==> src/rtl/gray_pkg.sv <==
// Shared state encoding and default geometry for the RGB565-to-grayscale frame path.
package gray_pkg;

  typedef enum logic [1:0] {
    IDLE,
    RUN,
    DONE
  } gray_state_e;

  localparam int GRAY_H_RES    = 320;
  localparam int GRAY_V_RES    = 240;
  localparam int GRAY_ADDR_W   = 17;
  localparam int GRAY_CONV_LAT = 2;

  function automatic int clog2_min1(input int n);
    return (n > 1) ? $clog2(n) : 1;
  endfunction

endpackage

==> src/rtl/gray_frame_scheduler.sv <==
// Walks one frame from the RGB565 source through the external grayscale converter into
// the gray buffer; a single advance signal stalls the whole pipe under write backpressure.
module gray_frame_scheduler
  import gray_pkg::*;
#(
  parameter int  H_RES    = GRAY_H_RES,
  parameter int  V_RES    = GRAY_V_RES,
  parameter int  ADDR_W   = GRAY_ADDR_W,
  parameter int  CONV_LAT = GRAY_CONV_LAT,
  localparam int X_W      = clog2_min1(H_RES),
  localparam int Y_W      = clog2_min1(V_RES)
) (
  input  logic              clk,
  input  logic              reset,
  input  logic              start,
  input  logic              abort,
  input  logic [ADDR_W-1:0] src_base,
  input  logic [ADDR_W-1:0] dst_base,
  output logic              src_rd_en,
  output logic [ADDR_W-1:0] src_addr,
  input  logic [15:0]       src_rdata,
  output logic              conv_en,
  output logic [15:0]       conv_rgb,
  input  logic [7:0]        conv_gray,
  output logic              gray_we,
  input  logic              gray_ready,
  output logic [ADDR_W-1:0] gray_addr,
  output logic [7:0]        gray_data,
  output logic [X_W-1:0]    gray_x,
  output logic [Y_W-1:0]    gray_y,
  output logic              busy,
  output logic              frame_done
);

  localparam int NPIX  = H_RES * V_RES;
  localparam int CNT_W = $clog2(NPIX + 1);
  localparam logic [CNT_W-1:0] NPIX_C = CNT_W'(NPIX);
  localparam logic [CNT_W-1:0] LAST_C = CNT_W'(NPIX - 1);
  localparam logic [X_W-1:0]   X_LAST = X_W'(H_RES - 1);

  gray_state_e         state_q, state_d;
  logic [ADDR_W-1:0]   src_base_q, src_base_d, dst_base_q, dst_base_d;
  logic [CNT_W-1:0]    rd_cnt_q, rd_cnt_d, wr_cnt_q, wr_cnt_d;
  logic [X_W-1:0]      x_q, x_d;
  logic [Y_W-1:0]      y_q, y_d;
  logic                fresh_q, fresh_d, v_src_q, v_src_d;
  logic [15:0]         hold_q, hold_d;
  logic [CONV_LAT-1:0] v_q, v_d;
  logic                run, adv, wr_fire;

  assign run        = (state_q == RUN);
  assign gray_we    = v_q[CONV_LAT-1];
  assign adv        = run && !(gray_we && !gray_ready);
  assign wr_fire    = run && gray_we && gray_ready;
  assign src_rd_en  = adv && (rd_cnt_q < NPIX_C);
  assign src_addr   = src_base_q + ADDR_W'(rd_cnt_q);
  assign conv_en    = adv;
  assign conv_rgb   = fresh_q ? src_rdata : hold_q;
  assign gray_addr  = dst_base_q + ADDR_W'(wr_cnt_q);
  assign gray_data  = conv_gray;
  assign gray_x     = x_q;
  assign gray_y     = y_q;
  assign busy       = run;
  assign frame_done = (state_q == DONE);

  always_comb begin
    state_d = state_q;
    case (state_q)
      IDLE:    if (start) state_d = RUN;
      RUN: begin
        if (abort)                                state_d = IDLE;
        else if (wr_fire && (wr_cnt_q == LAST_C)) state_d = DONE;
      end
      DONE:    state_d = IDLE;
      default: state_d = IDLE;
    endcase
  end

  always_comb begin
    src_base_d = src_base_q;
    dst_base_d = dst_base_q;
    rd_cnt_d   = rd_cnt_q;
    wr_cnt_d   = wr_cnt_q;
    x_d        = x_q;
    y_d        = y_q;
    fresh_d    = src_rd_en;
    hold_d     = hold_q;
    v_src_d    = v_src_q;
    v_d        = v_q;
    // A fetched pixel that cannot move on this cycle must outlive src_rdata.
    if (fresh_q && !adv) hold_d = src_rdata;
    if (adv) begin
      v_src_d = src_rd_en;
      v_d     = (v_q << 1) | CONV_LAT'(v_src_q);
    end
    if (src_rd_en) rd_cnt_d = rd_cnt_q + CNT_W'(1);
    if (wr_fire) begin
      wr_cnt_d = wr_cnt_q + CNT_W'(1);
      if (x_q == X_LAST) begin
        x_d = '0;
        y_d = y_q + Y_W'(1);
      end else begin
        x_d = x_q + X_W'(1);
      end
    end
    if (!run || abort) begin
      rd_cnt_d = '0;
      wr_cnt_d = '0;
      x_d      = '0;
      y_d      = '0;
      fresh_d  = 1'b0;
      hold_d   = '0;
      v_src_d  = 1'b0;
      v_d      = '0;
    end
    if ((state_q == IDLE) && start) begin
      src_base_d = src_base;
      dst_base_d = dst_base;
    end
  end

  always_ff @(posedge clk or negedge reset) begin
    if (!reset) state_q <= IDLE;
    else        state_q <= state_d;
  end

  always_ff @(posedge clk or negedge reset) begin
    if (!reset) begin
      src_base_q <= '0;
      dst_base_q <= '0;
      rd_cnt_q   <= '0;
      wr_cnt_q   <= '0;
      x_q        <= '0;
      y_q        <= '0;
      fresh_q    <= 1'b0;
      hold_q     <= '0;
      v_src_q    <= 1'b0;
      v_q        <= '0;
    end else begin
      src_base_q <= src_base_d;
      dst_base_q <= dst_base_d;
      rd_cnt_q   <= rd_cnt_d;
      wr_cnt_q   <= wr_cnt_d;
      x_q        <= x_d;
      y_q        <= y_d;
      fresh_q    <= fresh_d;
      hold_q     <= hold_d;
      v_src_q    <= v_src_d;
      v_q        <= v_d;
    end
  end

endmodule

==> config.mk <==
export PLATFORM = sky130hd
export DESIGN_NAME = gray_frame_scheduler
export DESIGN_NICKNAME = d
export VERILOG_FILES = /design/src/rtl/gray_pkg.sv /design/src/rtl/gray_frame_scheduler.sv
export SDC_FILE = /design/constraint.sdc
export NUM_CORES = 1
export LEC_CHECK = 0
export ABC_AREA = 1
export BUFFER_PORTS_ARGS = -buffer_cell sky130_fd_sc_hd__buf_4
export CAP_MARGIN = 20
export CELL_PAD_IN_SITES_DETAIL_PLACEMENT = 1
export CELL_PAD_IN_SITES_GLOBAL_PLACEMENT = 1
export CORE_UTILIZATION = 37
export DETAILED_ROUTE_END_ITERATION = 12
export GPL_TIMING_DRIVEN = 0
export PLACE_DENSITY_LB_ADDON = 0.1
export SYNTH_ARGS = -nofsm -noshare
export SYNTH_HDL_FRONTEND = slang
export SYNTH_SLANG_ARGS = --single-unit
==> constraint.sdc <==
create_clock -name clk -period 1.84 [get_ports clk]
set_clock_uncertainty 0.1 [all_clocks]
set_input_delay 0.184 -clock clk [delete_from_list [all_inputs] [get_ports clk]]
set_output_delay 0.184 -clock clk [all_outputs]
set_load 0.005 [all_outputs]
# ---- Word-level counts from Yosys, hierarchy flattened
# Index checks and enable logic that the tools add are counted.
dict set report totals {
  reg_bits 107
  output_inout_bits 80
}
dict set report classes {
  n_reduce_logical 21
  muxes 22
  eq_ne 6
  magnitude_cmp 1
  add_sub_neg 6
  bitwise_logic 1
}
# op count
set op_table {}
lappend op_table {{17-bit 2-to-1 mux} 4}
lappend op_table {{16-bit 2-to-1 mux} 3}
lappend op_table {{17-bit by 1-bit adder with 17-bit output (second input constant)} 2}
lappend op_table {{17-bit adder} 2}
lappend op_table {{9-bit 2-to-1 mux} 3}
lappend op_table {{8-bit 2-to-1 mux} 3}
lappend op_table {{17-bit equality test (second input constant)} 1}
lappend op_table {{17-bit less-than comparator (second input constant)} 1}
lappend op_table {{2-bit 2-to-1 mux} 5}
lappend op_table {{2-bit nonzero test} 5}
lappend op_table {{9-bit by 1-bit adder with 9-bit output (second input constant)} 1}
lappend op_table {{9-bit equality test (second input constant)} 1}
lappend op_table {{8-bit by 1-bit adder with 8-bit output (second input constant)} 1}
lappend op_table {{1-bit logical AND} 8}
lappend op_table {{1-bit zero test} 4}
lappend op_table {{2-bit one-hot mux with 2 select lines} 1}
lappend op_table {{2-bit AND reduction} 2}
lappend op_table {{1-bit 2-to-1 mux} 3}
lappend op_table {{3-bit by 2-bit != test with 1-bit output (second input constant)} 1}
lappend op_table {{2-bit by 1-bit equality test with 1-bit output (second input constant)} 1}
lappend op_table {{2-bit equality test (second input constant)} 1}
lappend op_table {{2-bit zero test} 1}
lappend op_table {{2-bit != test (second input constant)} 1}
lappend op_table {{2-bit by 1-bit bitwise OR with 2-bit output} 1}
lappend op_table {{1-bit logical OR} 1}

# ---- Longest topological paths before layout
dict set report logic_depth {
  ltp_word 8
  depth_mapped 10
}

# ---- Worst setup path before layout
# OpenSTA, ideal clock, no wires.
dict set report synth_path {
  path_kind {flip-flop to output port}
  startpoint {reg rd_cnt_q[0]}
  endpoint {out src_addr[14]}
  required_ns 1.556
  arrival_ns 1.557
  stages_incl_launch_ff 11
  setup_slack_ns -0.001
  path_cell_list {dfrtp_1 ha_1 fa_1 nand2_1 nand2_1 nand2_1 o21bai_1 nand2_1 nand2_1 nand2_1 nand2_1}
}
dict set report synth_via {
  elab_chain_cells 1
}
# item line
set synth_rtl {}
lappend synth_rtl {{from (decl)} gray_frame_scheduler.sv:43} ;# logic [CNT_W-1:0] rd_cnt_q, rd_cnt_d, wr_cnt_q, wr_cnt_d;
lappend synth_rtl {{from (signal assigned)} gray_frame_scheduler.sv:142} ;# rd_cnt_q <= rd_cnt_d;
lappend synth_rtl {{17-bit adder} gray_frame_scheduler.sv:56} ;# assign src_addr = src_base_q + ADDR_W'(rd_cnt_q);
lappend synth_rtl {{to (decl)} gray_frame_scheduler.sv:20} ;# output logic [ADDR_W-1:0] src_addr,
# Every way passes these cells.

# ---- Worst setup path after layout
# Same ends and word-level chain as after synthesis.

==> impl_metrics.toml <==
[setup_path]
r2r_start = "rd_cnt_q[1]"
startpoint_type = "flop"
crit_top_cell = "nand2_1"
r2r_cells = 7
crit_chain = "ha_4, fa_2, nand2_2, nand2_4, nand2_4, o21bai_4, nand2_2, nand2_1, nand2_1, nand2_1, buf_4"
crit_family = "adder cells"
path_class = "reg -> out"
crit_slowest_cell = "dfrtp_2"
crit_path_end_kind = "output pin"
critPathLaunch = "rd_cnt_q[0]"
worstPathArrival_ns = 2.11
required_ns = 1.56
reg2reg_to = "rd_cnt_q[6]"
path_max_fanout = 3
cp.depth = 11
crit_buf_inv = 1
cpPeakStageDelay_ns = 0.44
r2r_slack_ns = 0.10
setup.worst_path.end = "src_addr[14]"

[timing]
period_needed_ns = 2.391
worstMarginPinSlew_ns = 0.8695
fin_ws_ns = -0.5513
grt_setup_unrepaired = "true"
fin_setup_tns_ns = -12.33
setup_viol = 32
hold_ws_ns = 0.01084
slew_headroom_pct = 42.04
final-max-slew-violation-count = 0
finalCritPeriodShare_pct = 130.0
clock.fmax_ghz = 0.4182
hold_violations = 0

[status]
run_status = "complete, but fails checks"
failed_checks = "setup timing"

[synthesis]
synth_area_um2 = 7416
synth.top_cell.area_share_pct = 36.11
async_reset_ff_share_pct = 100.0
syn_nets = 1102
ys_top_cells_by_area = "dfrtp_1 36%, nand2_1 16%, inv_1 7.0%"
yosysTopAreaCell = "dfrtp_1"
synth_commonest_cells = "324 x nand2_1, 138 x inv_1, 107 x dfrtp_1, 74 x nor2_1, 58 x nand3_1"
ys_warn_count = 0
synth_cells = 1001
seq_area_frac_synth_pct = 36.11
avgSynthCellArea_um2 = 7.408
synth.most_common_cell = "nand2_1"
ys_seq_elements = 107
synth_cell_types = 39
synth_top_flop_cell = "dfrtp_1"
synth_edf_count = 0

[global_route]
gr-total-overflow = 0
grt_max_degree = 64
grt_pass1_wl_um = 38940
grt_pass1_vias = 7844
gr-usage-all-layers_pct = 24.12
antenna_found_initial = 0

[power]
power_density_nw_per_um2 = 660.6
ir_worst_vdd_mv = 0.4269
p_leak_nw = 5.382
finalPower_w = 0.007334

[floorplan]
row_count = 51
coreArea_um2 = 19530
io_pins = 143
fp.dieW_um = 143.6
die_y_um = 143.6
die_area_um2 = 20610
start_util_pct = 37.98

[placement]
dp_hpwl_um = 16360
io_buffer_count = 134
gp_congestion = 0.8079
placed_cells = 1401

[detailed_routing]
wirelength_um = 25500
routed-via-count = 7566
first_pass_iters = 4
drt-vias-per-instance = 4.968
dr.first_iter.drc_count = 236
final_antenna_net_count = 0
wl_per_cell_um = 16.74
drcViolationCount = 0

[layout]
area_delta_synth_final_pct = 49.70
layout-drive-gt1-share_pct = 40.70
final_cells = 1523
num-fill-cells = 2381
diodes = 0
fin_nets = 1354

[run]
max_cap_violations = 0

[clock_network]
numCtsBuffers = 9
cts_tree = "done"
path_clk_slew_ns = 0.08
clk_latency_ns = 0.35
clock_path_buffers = 2
clock-root-buffer = "clkbuf_16"
cts.sinks = 107
htreeDepth = 3

[min_path]
hold_path.class = "in -> reg"
cells by family after synthesis:
logic type | Yosys count | share of synthesized area (%)
compound gates | 91 | 7.744
mux | 34 | 5.163
flops | 107 | 36.11
fa+ha+maj | 38 | 6.614
xor+xnor | 25 | 2.953
buf+inv | 168 | 9.786
simple gates | 538 | 31.64
cell type report:
type / count / area, um^2 / share of cell area, %
Tap cell: 265 / 331.6 / 2.987
Sequential cell: 107 / 2718 / 24.48
Clock buffer: 12 / 256.5 / 2.310
Timing Repair Buffer: 241 / 2014 / 18.14
Buffer: 23 / 177.7 / 1.600
Inverter: 145 / 565.5 / 5.094
Clock inverter: 4 / 30.03 / 0.2705
Multi-Input combinational cell: 726 / 5009 / 45.11
power breakdown:
part	internal (W)	switching (W)	leakage, nW
Sequential	0.00254	0.000216	1.36
Clock	0.00100	0.000929	0.140
Combinational	0.00134	0.00130	3.88
state kept, by name (all words and copies together), names as in the netlist:
| register | cells |
|---|---|
| dst_base_q | 17 |
| v_q | 2 |
| wr_cnt_q | 17 |
| fresh_q | 1 |
| gray_x | 9 |
| hold_q | 16 |
| state_q | 2 |
| rd_cnt_q | 17 |
| src_base_q | 17 |
| gray_y | 8 |
| v_src_q | 1 |
worst min path at each step:
stage | start | cells after the start | endpoint
after floorplan | reset | 0 | dst_base_q[0]
after CTS | abort | 2 | fresh_q
after global placement | src_base[12] | 2 | src_base_q[12]
after global routing | abort | 2 | fresh_q
after detailed placement | reset | 1 | gray_x[5]
final | abort | 2 | fresh_q
stage by stage:
stage	setup WS, ns	util [%]	cell area, um^2
after floorplan	0.02172	-	7418
after global placement	-0.3147	44.84	8756
after detailed placement	-0.3485	44.98	8783
after CTS	-0.4914	54.57	10660
after global routing	-0.6475	56.86	11100
final	-0.5513	56.86	11100
timing repair:
action	CTS	global route
endpoints found under the setup margin	47	49
endpoints found under the hold margin	96	0
buffers inserted	57	19
pin swaps	65	54
resized for setup	184	85
hold buffers	35	0
per-layer routing:
metal,global-route usage [%],up-vias,part of all wire [%]
li1,-,3702,-
met1,29.00,3715,42
met2,44.94,112,54
met3,2.732,37,2.1
met4,6.887,0,2.1
met5,0,-,0
layout by cell type, fill, tap and decap left out, types with 9 or more instances in the layout:
| master | n |
|---|---|
| inv_1 | 126 |
| dfrtp_1 | 75 |
| buf_4 | 190 |
| a21oi_1 | 17 |
| nand3_1 | 50 |
| mux2_2 | 34 |
| dfrtp_2 | 32 |
| o21ai_0 | 28 |
| a21oi_2 | 10 |
| nand2_4 | 31 |
| nor3_1 | 13 |
| xor2_1 | 16 |
| nor2_1 | 66 |
| clkbuf_16 | 9 |
| nor2_4 | 9 |
| dlygate4sd3_1 | 35 |
| o21ai_1 | 11 |
| inv_2 | 12 |
| nand4_1 | 26 |
| buf_6 | 30 |
| ha_4 | 32 |
| o22ai_2 | 10 |
| nand2_1 | 263 |
| nand2_2 | 42 |
Power figures use the tool's default switching activity.
